==> src/rtl/div_seq_ctrl_pkg.sv <==
`default_nettype none
// ============================================================================
// Module   : div_seq_ctrl_pkg
// Brief    : Shared op indices, FSM encoding and helpers for the divider.
// Revision : 1.0 - initial release
// ============================================================================
package div_seq_ctrl_pkg;

    localparam int DIV_OP_DIV  = 0;
    localparam int DIV_OP_DIVU = 1;
    localparam int DIV_OP_MOD  = 2;
    localparam int DIV_OP_MODU = 3;

    localparam int DIV_ITERS  = 32;
    localparam int DIV_DATA_W = 32;

    typedef enum logic [1:0] {
        ST_IDLE = 2'd0,
        ST_CALC = 2'd1,
        ST_DONE = 2'd2
    } div_state_e;

    // Two's-complement negate when neg is set, otherwise pass through.
    function automatic logic [DIV_DATA_W-1:0] div_cneg(
        input logic [DIV_DATA_W-1:0] v,
        input logic                  neg
    );
        return neg ? (~v + DIV_DATA_W'(1)) : v;
    endfunction

endpackage

`default_nettype wire

==> src/rtl/div_iter_core.sv <==
`default_nettype none
// ============================================================================
// Module   : div_iter_core
// Brief    : One combinational radix-2 restoring shift-subtract step.
// Revision : 1.0 - initial release
// ============================================================================
module div_iter_core #(
    parameter int DATA_W = 32
) (
    input  logic [DATA_W-1:0] i_rem,
    input  logic [DATA_W-1:0] i_quo,
    input  logic [DATA_W-1:0] i_divisor,
    output logic [DATA_W-1:0] o_rem,
    output logic [DATA_W-1:0] o_quo
);

    logic [DATA_W:0]   w_shift;
    logic [DATA_W-1:0] w_sub;
    logic              w_ge;

    always_comb begin
        w_shift = {i_rem, i_quo[DATA_W-1]};
        w_ge    = (w_shift >= {1'b0, i_divisor});
        // When the subtraction is taken the true difference fits in DATA_W bits.
        w_sub   = w_shift[DATA_W-1:0] - i_divisor;
        o_rem   = w_ge ? w_sub : w_shift[DATA_W-1:0];
        o_quo   = {i_quo[DATA_W-2:0], w_ge};
    end

endmodule

`default_nettype wire

==> src/rtl/div_seq_ctrl.sv <==
`default_nettype none
// ============================================================================
// Module   : div_seq_ctrl
// Brief    : Sequencer for a shared multi-cycle 32-bit divider (div/divu/mod/modu).
//            Optional macro DIV_EARLY_OUT_EN enables single-cycle trivial cases.
// Revision : 1.0 - initial release
// ============================================================================
module div_seq_ctrl
    import div_seq_ctrl_pkg::*;
#(
    parameter int DATA_W = 32,
    parameter int CNT_W  = 6
) (
    input  logic              clk,
    input  logic              resetn,
    input  logic              in_valid,
    output logic              in_ready,
    input  logic [3:0]        in_op,
    input  logic [DATA_W-1:0] in_src1,
    input  logic [DATA_W-1:0] in_src2,
    input  logic              cancel,
    output logic              out_valid,
    input  logic              out_ready,
    output logic [DATA_W-1:0] out_result,
    output logic              busy
);

    div_state_e        state_q, state_d;
    logic [CNT_W-1:0]  cnt_q, cnt_d;
    logic [DATA_W-1:0] rem_q, rem_d;
    logic [DATA_W-1:0] quo_q, quo_d;
    logic [DATA_W-1:0] dvsr_q, dvsr_d;
    logic [DATA_W-1:0] res_q, res_d;
    logic              mod_q, mod_d;
    logic              qneg_q, qneg_d;
    logic              rneg_q, rneg_d;
    logic              dz_q, dz_d;

    logic              w_accept;
    logic              w_is_signed;
    logic              w_is_mod;
    logic              w_src1_neg;
    logic              w_src2_neg;
    logic [DATA_W-1:0] w_mag1;
    logic [DATA_W-1:0] w_mag2;
    logic [DATA_W-1:0] w_step_rem;
    logic [DATA_W-1:0] w_step_quo;
    logic [DATA_W-1:0] w_q_fix;
    logic [DATA_W-1:0] w_r_fix;

    assign w_is_signed = in_op[DIV_OP_DIV] | in_op[DIV_OP_MOD];
    assign w_is_mod    = in_op[DIV_OP_MOD] | in_op[DIV_OP_MODU];
    assign w_accept    = in_valid & ~cancel & (|in_op);
    assign w_src1_neg  = w_is_signed & in_src1[DATA_W-1];
    assign w_src2_neg  = w_is_signed & in_src2[DATA_W-1];
    assign w_mag1      = div_cneg(in_src1, w_src1_neg);
    assign w_mag2      = div_cneg(in_src2, w_src2_neg);

    div_iter_core #(
        .DATA_W    (DATA_W)
    ) u_iter (
        .i_rem     (rem_q),
        .i_quo     (quo_q),
        .i_divisor (dvsr_q),
        .o_rem     (w_step_rem),
        .o_quo     (w_step_quo)
    );

    // Divide-by-zero keeps the all-ones quotient; the remainder fixup restores the dividend.
    assign w_q_fix = div_cneg(w_step_quo, qneg_q & ~dz_q);
    assign w_r_fix = div_cneg(w_step_rem, rneg_q);

`ifdef DIV_EARLY_OUT_EN
    logic              w_early;
    logic [DATA_W-1:0] w_early_res;

    always_comb begin
        w_early     = 1'b0;
        w_early_res = '0;
        if (w_mag2 == '0) begin
            w_early     = 1'b1;
            w_early_res = w_is_mod ? in_src1 : '1;
        end else if (w_mag1 < w_mag2) begin
            w_early     = 1'b1;
            w_early_res = w_is_mod ? in_src1 : '0;
        end else if (w_mag2 == DATA_W'(1)) begin
            w_early     = 1'b1;
            w_early_res = w_is_mod ? '0 : div_cneg(in_src1, w_src2_neg);
        end
    end
`endif

    always_comb begin
        state_d = state_q;
        cnt_d   = cnt_q;
        rem_d   = rem_q;
        quo_d   = quo_q;
        dvsr_d  = dvsr_q;
        res_d   = res_q;
        mod_d   = mod_q;
        qneg_d  = qneg_q;
        rneg_d  = rneg_q;
        dz_d    = dz_q;

        case (state_q)
            ST_IDLE: begin
                if (w_accept) begin
                    mod_d   = w_is_mod;
                    qneg_d  = w_src1_neg ^ w_src2_neg;
                    rneg_d  = w_src1_neg;
                    dz_d    = (in_src2 == '0);
                    rem_d   = '0;
                    quo_d   = w_mag1;
                    dvsr_d  = w_mag2;
                    cnt_d   = '0;
                    state_d = ST_CALC;
`ifdef DIV_EARLY_OUT_EN
                    if (w_early) begin
                        res_d   = w_early_res;
                        state_d = ST_DONE;
                    end
`endif
                end
            end
            ST_CALC: begin
                rem_d = w_step_rem;
                quo_d = w_step_quo;
                cnt_d = cnt_q + CNT_W'(1);
                if (cnt_q == CNT_W'(DIV_ITERS - 1)) begin
                    res_d   = mod_q ? w_r_fix : w_q_fix;
                    state_d = ST_DONE;
                end
            end
            ST_DONE: begin
                if (out_ready) begin
                    state_d = ST_IDLE;
                end
            end
            default: begin
                state_d = ST_IDLE;
            end
        endcase

        if (cancel) begin
            state_d = ST_IDLE;
            cnt_d   = '0;
        end
    end

    always_ff @(posedge clk) begin
        if (!resetn) begin
            state_q <= ST_IDLE;
            cnt_q   <= '0;
            rem_q   <= '0;
            quo_q   <= '0;
            dvsr_q  <= '0;
            res_q   <= '0;
            mod_q   <= 1'b0;
            qneg_q  <= 1'b0;
            rneg_q  <= 1'b0;
            dz_q    <= 1'b0;
        end else begin
            state_q <= state_d;
            cnt_q   <= cnt_d;
            rem_q   <= rem_d;
            quo_q   <= quo_d;
            dvsr_q  <= dvsr_d;
            res_q   <= res_d;
            mod_q   <= mod_d;
            qneg_q  <= qneg_d;
            rneg_q  <= rneg_d;
            dz_q    <= dz_d;
        end
    end

    assign in_ready   = (state_q == ST_IDLE);
    assign out_valid  = (state_q == ST_DONE);
    assign busy       = (state_q != ST_IDLE);
    assign out_result = res_q;

endmodule

`default_nettype wire

==> config.mk <==
export PLATFORM = sky130hd
export DESIGN_NAME = div_seq_ctrl
export DESIGN_NICKNAME = d
export VERILOG_FILES = /design/src/rtl/div_seq_ctrl_pkg.sv /design/src/rtl/div_iter_core.sv /design/src/rtl/div_seq_ctrl.sv
export SDC_FILE = /design/constraint.sdc
export NUM_CORES = 1
export LEC_CHECK = 0
export CORE_ASPECT_RATIO = 1.4
export CORE_MARGIN = 8
export CORE_UTILIZATION = 57
export CTS_CLUSTER_DIAMETER = 100
export DETAILED_ROUTE_END_ITERATION = 7
export PLACE_DENSITY = 0.9
export SLEW_MARGIN = 20
export SYNTH_ARGS = -nofsm -noshare
export SYNTH_HDL_FRONTEND = slang
export SYNTH_SLANG_ARGS = --single-unit
==> constraint.sdc <==
create_clock -name clk -period 15.2 [get_ports clk]
set_input_delay 3.8 -clock clk [delete_from_list [all_inputs] [get_ports clk]]
set_output_delay 3.8 -clock clk [all_outputs]
set_load 0.01 [all_outputs]
== Word level (Yosys, flattened, before mapping) ==
Cells that the tools add are included.

* Register bits after elaboration: 140
* Latch bits: 0
* RAM bits: 0
* Memory bits (read-only): 0
* Output and inout port bits: 35
* Memories: 0

* $add $sub $neg: 6
* $mul: 0
* Divide/modulo/power cells: 0
* $lt $le $gt $ge: 1
* Equality and inequality tests: 6
* Shift operators: 0
* Multiplexer cells: 16
* Bitwise gates (word level): 15
* Reduce and logical (&&, ||, !) cells: 10

{| class="wikitable"
|+ Operators by type and width
! kind !! number
|-
| $mux 32 || 8
|-
| $add 32x1->32 const B || 4
|-
| $not 32->32 || 4
|-
| $pmux 32 s2 || 2
|-
| $ge 33x32->1 || 1
|-
| $logic_not 32->1 || 1
|-
| $sub 32x32->32 || 1
|-
| $pmux 6 s2 || 1
|-
| $add 6x1->6 const B || 1
|-
| $eq 6x5->1 const B || 1
|-
| $mux 2 || 3
|-
| $mux 6 || 1
|-
| $pmux 2 s3 || 1
|-
| $reduce_and 2->1 || 3
|-
| $and 1x1->1 || 5
|-
| $ne 2x1->1 const B || 2
|-
| $reduce_bool 2->1 || 2
|-
| $reduce_or 4->1 || 1
|-
| $not 1->1 || 3
|-
| $reduce_and 3->1 || 1
|-
| $eq 2x1->1 const B || 1
|-
| $eq 2x2->1 const B || 1
|-
| $logic_not 2->1 || 1
|-
| $ne 2x2->1 const B || 1
|-
| 3 further kinds || 4
|}

== Logic depth before layout (Yosys ltp) ==
Gate-level depths: netlist of the first run.

* Depth after elaboration: 6
* Gate-level depth with buffers: 23
* Gate-level depth less buffers: 19

== Modules after synthesis ==
Synthesis of the first run repeated with hierarchy kept, for this count alone.

* Cell total of the unflattened synthesis: 1414
* Area, all modules: 10847.9 sq um

{| class="wikitable"
|+ Modules (own cells, without submodules)
! module !! times used !! cells each !! area each (sq um) !! sequential area each (sq um)
|-
| div_seq_ctrl || 1 || 1043 || 8125.3 || 2802.7
|-
| div_iter_core || 1 || 371 || 2722.6 || 0.0
|}

== Least setup slack after synthesis of the first run ==
Ideal clock, no wire load.

* Kind: input to register
* Start point: input port in_src2[1]
* End point: register dvsr_q[30]
* Setup time: 0.086 ns
* Arrival time: 6.278 ns
* Slack: 8.837 ns
* Cell stages on the path: 12
* Path buffers: 0
* Cell sequence: inv_1 ha_1 inv_1 or3_1 nor4_1 nand2_1 nor4_1 nand2_1 o41ai_1 xnor2_1 nor2_1 a211oi_1

* Cells in the longest elaborated chain, start to end: 3

{| class="wikitable"
|+ Ends and longest elaborated chain
! what !! line !! text
|-
| start: declaration || div_seq_ctrl.sv:20 || <nowiki>input logic [DATA_W-1:0] in_src2,</nowiki>
|-
| $not 32->32 || div_seq_ctrl_pkg.sv:28 || <nowiki>return neg ? (~v + DIV_DATA_W'(1)) : v;</nowiki>
|-
| $add 32x1->32 || div_seq_ctrl_pkg.sv:28 ||
|-
| $mux 32 || div_seq_ctrl_pkg.sv:28 ||
|-
| end signal: assignment || div_seq_ctrl.sv:167 || <nowiki>dvsr_q <= dvsr_d;</nowiki>
|-
| end: declaration || div_seq_ctrl.sv:32 || <nowiki>logic [DATA_W-1:0] dvsr_q, dvsr_d;</nowiki>
|}

No other way between the ends.
A chain may end at the register's enable or synchronous reset.

== Worst setup path in the final report of the first run ==
* Start point: input port in_src2[0]
* End point: register dvsr_q[30]

The elaborated chain is that of the path after synthesis.

==> results of run 1 <==
-- logic make-up after synthesis --
family | after synthesis
AND/OR/NAND/NOR | 525
AO/OA/AOI/OAI | 465
buffers and inverters | 148
flip-flops | 140
XOR/XNOR | 124
adder cells (fa/ha/maj) | 38
multiplexers | 21
-- state kept, by name (all words and copies together) (netlist names) --
register    cells
cnt_q           6
dvsr_q         32
dz_q            1
mod_q           1
out_result     32
qneg_q          1
quo_q          32
rem_q          32
rneg_q          1
state_q         2
-- synth_stat cells (37+ instances only) --
cell      number  share of area, %
nor2_1       170               5.9
nand2_1      151               5.3
a21oi_1      147               6.8
dfxtp_1      140                26
xnor2_1       75               6.1
clkbuf_1      73               2.5
o21ai_0       72               3.3
inv_1         54               1.9
xor2_1        49               4.0
a211oi_1      45               3.1
nor3_1        40               1.9
nand3_1       39               1.8
ha_1          37               4.3
-- power by group through the flow --
stage | clock network, W | logic, W | registers (W)
after CTS | 0.000424 | 0.000284 | 0.000390
after global placement | 0 | 0.000276 | 0.000398
after floorplan | 0 | 0.000206 | 0.000395
after detailed placement | 0 | 0.000280 | 0.000399
after global routing | 0.000439 | 0.000315 | 0.000392
final | 0.000422 | 0.000288 | 0.000391
-- metal layers --
metal | global-route usage (%) | vias up | part of all wire (%)
met5 | 0 | - | 0
met1 | 29.7 | 5200 | 38
li1 | - | 5407 | -
met3 | 3.80 | 117 | 6.4
met2 | 47.8 | 500 | 49
met4 | 20.1 | 0 | 6.8
-- through the flow --
stage	total power (W)	instance area, um2	instances	setup slack [ns]	hold WS, ns
6_report	0.00110	12400	1763	8.17	0.471
5_1_grt	0.00115	12400	1763	7.82	0.490
4_1_cts	0.00110	12400	1763	8.22	0.469
3_5_place_dp	0.000679	11800	1731	7.77	0.453
3_3_place_gp	0.000674	11800	1731	7.97	0.445
2_1_floorplan	0.000601	10800	1461	8.84	0.432
-- worst register-to-register path, stage by stage, from the launching register on --
cell       delay, ns
dfxtp_1         0.33
inv_1           0.11
ha_1            0.40
a21oi_1         0.24
o21ai_0         0.17
a2111oi_0       0.55
o211a_1         0.38
nand3_4         0.60
inv_4           0.67
ha_1            0.34
nand3_1         0.16
nor4_1          0.62
nand2_1         0.27
o21ai_0         0.25
xnor2_1         0.17
nor2_1          0.08
or3_1           0.31
mux2_2          0.26
nand2_1         0.05
-- cell type report --
cell class	instances	area (um2)
fillers	1515	6110
well taps	244	305
clock inverters	15	170
multi-input cells	1173	7350
inverters	56	214
repair buffers	118	1150
clock buffers	17	425
flip-flops and latches	140	2800
-- worst paths after layout --
path                            startpoint             end  slack, ns  cells past startpoint
worst max-delay path            in_src2[0]      dvsr_q[30]       8.17                     13
worst min-delay path            dvsr_q[13]      dvsr_q[13]       0.47                      2
worst max register to register  dvsr_q[26]  out_result[28]       9.17                     18
worst min register to register  dvsr_q[13]      dvsr_q[13]       0.47                      2
==> flow_metrics.py, run 1 <==
metrics = {
    "run_status": {
        "status": "complete, no violations",
    },
    "pwr": {
        "swShare_pct": 34.2,
        "combPwrFrac_pct": 26.2,
        "p_sw_w": 0.000376,
        "p_int_w": 0.000724,
        "peakVddDrop_mv": 0.0780,
        "seqPwrFrac_pct": 35.5,
        "power.density_nw_per_um2": 88.6,
        "p_leak_nw": 4.50,
        "clkPwrFrac_pct": 38.3,
    },
    "die": {
        "die_y_um": 179,
        "die_area_um2": 23600,
        "pin_count": 108,
        "coreArea_um2": 18500,
        "start_util_pct": 58.1,
        "fp-row-count": 59,
        "die_w_um": 132,
    },
    "sta": {
        "max_clock_freq_ghz": 0.142,
        "fin_crit_sh_pct": 46.2,
        "final.min_clock_period_ns": 7.03,
        "final-max-slew-violation-count": 0,
        "worst_pin_slew_ns": 0.948,
        "tns_ns": 0,
        "finalHoldViolations": 0,
        "rsz0062_at_grt": "false",
        "relSlewSlack_pct": 35.2,
        "clock_skew_ns": 0.00997,
        "setup_viol": 0,
    },
    "yosys": {
        "synth_top_family_by_area": "compound AO/OA/AOI/OAI gates",
        "ys.flop_type": "dfxtp_1",
        "syn_area_per_cell_um2": 7.37,
        "synth_seq_cells": 140,
        "synth-simple-area-share_pct": 22.8,
        "seq_area_frac_synth_pct": 26.0,
        "synth_fp_nets": 1572,
        "synth_compound_area_share_pct": 28.6,
        "muxShareOfSynthArea_pct": 1.99,
        "yosysWarnings": 0,
        "synth_adder_area_share_pct": 4.49,
        "syn_area_um2": 10800,
        "synth-edff-count": 0,
        "ys_types": 84,
        "synthArstFlopShare_pct": 0,
        "yosys.area_share.xor_xnor_pct": 10.1,
        "netlist_instances": 1461,
    },
    "detailed_routing": {
        "drcViolationCount": 0,
        "wl_per_cell_um": 18.4,
        "drtIter0Drc": 986,
        "via_per_inst": 6.37,
        "drt-total-wl_mm": 32.5,
        "ant_nets": 0,
        "via_count": 11200,
        "dr.pass1.iters": 6,
    },
    "critical_path": {
        "crit_chain": "clkdlybuf4s50_1, inv_1, ha_1, inv_1, or3_1, nor4_1, nand2_1, nor4_1, nand2_1, o41ai_1, xnor2_1, nor2_1, a211oi_1",
        "max_stage_delay_ns": 0.60,
        "cp_top_family": "simple AND/OR/NAND/NOR gates",
        "crit_type": "input pin to flip-flop",
        "cp.arrival_ns": 7.36,
        "crit_path_start_kind": "input pin",
        "cp_num_buf_inv": 3,
        "crit_slowest_cell": "nor4_1",
        "cp_max_fo": 6,
        "cp.required_ns": 15.54,
        "end_kind": "flip-flop",
    },
    "clock_network": {
        "clk_latency_ns": 0.44,
        "numCtsBuffers": 17,
        "cts.sinks": 140,
        "clkTransAtPathRegs_ns": 0.07,
        "clockBufferDepth": 2,
        "cts_htree_levels": 4,
        "cts_setup_buffers": 0,
        "cts_tree": "yes",
        "hold_buffers": 0,
        "cts.repair.resized": 0,
        "root_buffer": "clkbuf_16",
    },
    "global_routing": {
        "grt_pass1_wl_mm": 52.7,
        "grt_max_degree": 81,
        "grt-ovfl-total": 0,
        "grt_usage_pct": 27.2,
        "antenna_found_initial": 0,
        "grt_pass1_vias": 10800,
    },
    "placed_design": {
        "hpwl_mm": 24.3,
        "gp_congestion": 0.961,
        "portBuffers": 107,
    },
    "layout": {
        "drive_gt1_share_pct": 5.79,
        "antennaDiodeCount": 0,
        "final_common_cell": "nor2_1",
        "finish.utilization_pct": 67.0,
        "layout_common_cells": "169 x nor2_1, 151 x nand2_1, 147 x a21oi_1, 140 x dfxtp_1, 107 x clkdlybuf4s50_1",
        "layout.nets": 1617,
        "syn2layout_area_growth_pct": 15.4,
    },
    "hold_path": {
        "hold_path_class": "flip-flop to flip-flop",
    },
    "run": {
        "drv_cap": 0,
    },
}
Power figures use the tool's default switching activity.
==> run 2: changes to the inputs <==
Settings changed: CORE_UTILIZATION 57 to 53, PLACE_DENSITY 0.9 to 0.88.
Clock period 15.2 ns to 6.2 ns, I/O delays scaled along.
==> run 2 against run 1 <==
Clock skew grew 0.00055 ns. Total power grew 150%. Global-route usage shrank 0.53 points. Final cell count grew 0.57%. Core utilization shrank 4.5 points. Flip-flop and latch count is the same. Combinational power grew 150%. Worst setup slack lost 7.2 ns. Hold slack gained 0.0012 ns. Design area grew 0.32%. Critical path depth is the same. Largest power group unchanged. Highest routed layer unchanged.
==> flow_metrics.py, run 2 (synthesis gave the netlist of run 1 again) <==
metrics = {
    "detailed_routing": {
        "via_per_inst": 6.31,
        "dr.pass1.iters": 5,
        "drt-total-wl_mm": 33.3,
        "wl_per_cell_um": 18.8,
        "drtIter0Drc": 1090,
        "via_count": 11200,
        "drcViolationCount": 0,
        "ant_nets": 0,
    },
    "die": {
        "die_area_um2": 25200,
        "start_util_pct": 54.0,
        "die_y_um": 185,
        "fp-row-count": 61,
        "die_w_um": 136,
        "pin_count": 108,
        "coreArea_um2": 19900,
    },
    "sta": {
        "rsz0062_at_grt": "false",
        "final-max-slew-violation-count": 0,
        "setup_viol": 0,
        "max_clock_freq_ghz": 0.192,
        "tns_ns": 0,
        "final.min_clock_period_ns": 5.21,
        "worst_pin_slew_ns": 0.875,
        "whs_ns": 0.472,
        "clock_skew_ns": 0.0105,
        "finalHoldViolations": 0,
        "fin_crit_sh_pct": 84.0,
        "relSlewSlack_pct": 40.2,
    },
    "run_status": {
        "status": "complete, no violations",
    },
    "global_routing": {
        "grt-ovfl-total": 0,
        "antenna_found_initial": 0,
        "grt_pass1_wl_mm": 54.7,
        "grt_usage_pct": 26.7,
        "grt_pass1_vias": 11100,
        "grt_max_degree": 85,
    },
    "layout": {
        "antennaDiodeCount": 0,
        "syn2layout_area_growth_pct": 15.8,
        "multi_input_area_um2": 7350,
        "fillers": 1741,
        "layout.nets": 1619,
        "final_common_cell": "nor2_1",
        "drive_gt1_share_pct": 5.92,
        "layout_common_cells": "169 x nor2_1, 151 x nand2_1, 147 x a21oi_1, 140 x dfxtp_1, 107 x clkdlybuf4s50_1",
        "seq_area_um2": 2800,
    },
    "clock_network": {
        "numCtsBuffers": 17,
        "cts_setup_buffers": 0,
        "cts.repair.resized": 0,
        "clockBufferDepth": 2,
        "cts_htree_levels": 4,
        "cts.sinks": 140,
        "clkTransAtPathRegs_ns": 0.07,
        "hold_buffers": 0,
        "root_buffer": "clkbuf_16",
        "clk_latency_ns": 0.43,
        "cts_tree": "yes",
    },
    "hold_path": {
        "hp-start": "out_result[5]",
        "hold_path_class": "flip-flop to flip-flop",
        "whs_endpoint": "out_result[5]",
        "hold_path_depth": 2,
    },
    "critical_path": {
        "cp.arrival_ns": 5.50,
        "r2r-start": "rem_q[3]",
        "end_kind": "flip-flop",
        "crit_type": "flip-flop to flip-flop",
        "cp.required_ns": 6.49,
        "r2r_end": "out_result[30]",
        "r2r_slack_ns": 0.99,
        "reg2regPathDepth": 13,
        "crit_path_start_kind": "flip-flop",
        "cp_max_fo": 41,
    },
    "placed_design": {
        "portBuffers": 107,
        "gp_congestion": 0.954,
        "hpwl_mm": 25.2,
    },
    "pwr": {
        "peakVddDrop_mv": 0.198,
        "power.density_nw_per_um2": 217,
        "p_leak_nw": 4.52,
    },
    "run": {
        "drv_cap": 0,
    },
}
[run 2: cell types whose count changed in the layout (fill, tap and decap cells not counted)]
cell,change
inv_8,-3
buf_12,+2
inv_6,+2
clkbuf_8,+1
clkinv_4,+1
clkinv_8,-1
[run 2: where the power goes]
part           switching, W  internal [W]  total [W]  leakage (nW)
Sequential        0.0000288      0.000929   0.000958          1.14
Combinational      0.000441      0.000274   0.000716          3.10
Clock              0.000450      0.000577    0.00103         0.283
[run 2: worst max path at each step]
stage / from / end
3_5_place_dp: in_src2[0] / dvsr_q[26]
4_1_cts: rem_q[7] / out_result[30]
2_1_floorplan: dvsr_q[10] / out_result[30]
5_1_grt: dvsr_q[26] / out_result[28]
3_3_place_gp: in_src2[0] / dvsr_q[26]
6_report: rem_q[3] / out_result[30]
[run 2: cell type report]
cell class	count	share of cell area (%)
Multi-Input combinational cell	1173	59.0
Sequential cell	140	22.5
Timing Repair Buffer	120	9.58
Inverter	56	1.72
Clock inverter	14	1.18
Tap cell	252	2.53
Clock buffer	18	3.53
[run 2: critical path, stage by stage (launching register included)]
cell,delay (ns)
dfxtp_1,0.37
ha_1,0.40
nand3_1,0.17
or4_1,0.58
or4_1,0.51
a21o_1,0.27
nand3_4,0.26
inv_4,0.24
a2111oi_0,0.66
o2111ai_1,0.31
a2111oi_0,0.76
a41oi_1,0.23
xnor2_1,0.19
a21oi_1,0.08
[run 2: per-layer routing]
metal / track usage, % / vias up / wire length [um]
li1: - / 5419 / -
met1: 30.5 / 5195 / 12900
met5: 0 / - / 0
met4: 17.4 / 0 / 1920
met3: 3.38 / 98 / 2040
met2: 45.8 / 479 / 16500
[run 2: metrics by stage]
| stage | instance area [um2] | worst slack (ns) | utilization, % | instances | total power, W |
|---|---|---|---|---|---|
| after detailed placement | 11900 | 0.858 | 59.6 | 1741 | 0.00168 |
| after global routing | 12500 | 0.486 | 62.5 | 1773 | 0.00281 |
| final | 12500 | 0.994 | 62.5 | 1773 | 0.00270 |
| after floorplan | 10800 | 1.39 | - | 1461 | 0.00147 |
| after global placement | 11900 | 1.01 | 59.6 | 1741 | 0.00167 |
| after CTS | 12500 | 1.06 | 62.5 | 1773 | 0.00269 |
==> run 3: changes to the inputs <==
Settings changed: CORE_UTILIZATION 53 to 57, PLACE_DENSITY 0.88 to 0.9.
Clock period 6.2 ns to 5.3 ns, I/O delays scaled along.
==> run 3 against run 2 <==
Clock skew rose by 0.0043 ns. Combinational power up 22%. Via count up 2.4%. Largest power group unchanged.
==> flow_metrics.py, run 3 (synthesis gave the netlist of run 1 again) <==
metrics = {
    "detailed_routing": {
        "ant_nets": 0,
        "dr.pass1.iters": 6,
        "drt-total-wl_mm": 35.5,
        "wl_per_cell_um": 20.0,
        "drtIter0Drc": 1112,
        "via_count": 11500,
        "via_per_inst": 6.45,
        "drcViolationCount": 0,
    },
    "clock_network": {
        "cts.repair.resized": 0,
        "clockBufferDepth": 2,
        "cts_tree": "yes",
        "clk_latency_ns": 0.44,
        "hold_buffers": 0,
        "clkTransAtPathRegs_ns": 0.06,
        "cts_htree_levels": 4,
        "root_buffer": "clkbuf_16",
        "cts.sinks": 140,
        "numCtsBuffers": 17,
        "cts_setup_buffers": 0,
    },
    "sta": {
        "fin_crit_sh_pct": 92.5,
        "whs_ns": 0.458,
        "max_clock_freq_ghz": 0.204,
        "tns_ns": 0,
        "final.min_clock_period_ns": 4.90,
        "finalHoldViolations": 0,
        "relSlewSlack_pct": 41.7,
        "final-max-slew-violation-count": 0,
        "rsz0062_at_grt": "false",
        "setup_viol": 0,
        "worst_pin_slew_ns": 0.870,
        "clock_skew_ns": 0.0148,
    },
    "layout": {
        "antennaDiodeCount": 0,
        "syn2layout_area_growth_pct": 16.5,
        "drive_gt1_share_pct": 6.65,
        "layout_common_cells": "169 x nor2_1, 151 x nand2_1, 147 x a21oi_1, 140 x dfxtp_1, 107 x clkdlybuf4s50_1",
        "layout.nets": 1631,
        "final_common_cell": "nor2_1",
        "fillers": 1553,
    },
    "die": {
        "pin_count": 108,
        "start_util_pct": 58.1,
        "die_w_um": 132,
        "fp-row-count": 59,
        "coreArea_um2": 18500,
        "die_y_um": 179,
        "die_area_um2": 23600,
    },
    "global_routing": {
        "grt_usage_pct": 29.8,
        "grt_pass1_vias": 11200,
        "grt_max_degree": 88,
        "grt_pass1_wl_mm": 57.0,
        "grt-ovfl-total": 0,
        "antenna_found_initial": 0,
    },
    "critical_path": {
        "end_kind": "flip-flop",
        "crit_slowest_cell": "a2111oi_4",
        "cp_max_fo": 16,
        "crit_chain": "ha_1, nand4_2, or4_1, or4_1, a21o_1, nand3_4, inv_4, a2111o_1, a2111oi_4, o2111ai_4, or4_4, o2111a_1, nor4_1",
        "crit_path_start_kind": "flip-flop",
        "crit_top_cell": "or4_1",
        "cp.required_ns": 5.64,
        "max_stage_delay_ns": 0.56,
        "crit_type": "flip-flop to flip-flop",
        "r2r-start": "rem_q[9]",
        "r2r_end": "out_result[31]",
        "r2r_slack_ns": 0.40,
        "reg2regPathDepth": 13,
        "cp.arrival_ns": 5.24,
    },
    "placed_design": {
        "hpwl_mm": 26.5,
        "gp_congestion": 0.983,
        "portBuffers": 107,
    },
    "hold_path": {
        "hp-start": "dvsr_q[31]",
        "hold_path_depth": 2,
        "whs_endpoint": "dvsr_q[31]",
        "hold_path_class": "flip-flop to flip-flop",
    },
    "pwr": {
        "p_leak_nw": 4.59,
        "power.density_nw_per_um2": 257,
        "peakVddDrop_mv": 0.192,
    },
    "run": {
        "drv_cap": 0,
    },
    "run_status": {
        "status": "complete, no violations",
    },
}
==> run 3: cell type report <==
type / instances / area [um2] / area share (%)
clock inverter: 15 / 171 / 1.37
multi-input combinational: 1173 / 7350 / 58.6
inverter: 56 / 214 / 1.71
clock buffer: 17 / 425 / 3.39
sequential: 140 / 2800 / 22.4
tap: 244 / 305 / 2.44
timing repair buffer: 132 / 1270 / 10.1
==> run 3: how the worst max path moves through the flow <==
stage | startpoint | endpoint | slack (ns) | depth (start not counted)
after CTS | rem_q[9] | out_result[31] | 0.42 | 13
after floorplan | dvsr_q[10] | out_result[30] | 0.49 | 20
after detailed placement | rem_q[9] | out_result[31] | 0.44 | 13
after global placement | rem_q[7] | out_result[31] | 0.63 | 13
final | rem_q[9] | out_result[31] | 0.40 | 13
after global routing | dvsr_q[10] | out_result[30] | 0.06 | 16
==> run 3: through the flow <==
step                cells  setup slack (ns)  total power, W  instance area, um2  utilization, %
global placement     1745             0.635         0.00198               11900            64.4
global route         1777            0.0611         0.00334               12500            67.7
detailed placement   1745             0.441         0.00199               11900            64.4
CTS                  1777             0.419         0.00319               12500            67.7
floorplan            1461             0.488         0.00172               10800               -
finish               1777             0.400         0.00322               12500            67.7
==> run 3: critical path: cells and delay by family (launching register included) <==
kind | cells | cell delay, ns
simple gates | 6 | 2.12
flops | 1 | 0.36
compound gates | 5 | 1.76
fa+ha+maj | 1 | 0.46
buf+inv | 1 | 0.11
==> run 3: report_power, final <==
part | internal, W | total, W | leakage (nW) | switching (W)
clock network | 0.000673 | 0.00122 | 0.295 | 0.000549
registers | 0.00109 | 0.00112 | 1.14 | 0.0000335
logic | 0.000334 | 0.000877 | 3.15 | 0.000543
==> run 3: metal layers <==
metal	wire, um	track usage [%]	up-vias
met5	0	0	-
met4	2100	19.2	0
met1	13300	32.2	5332
met2	17600	53.4	562
li1	-	-	5437
met3	2460	4.90	129
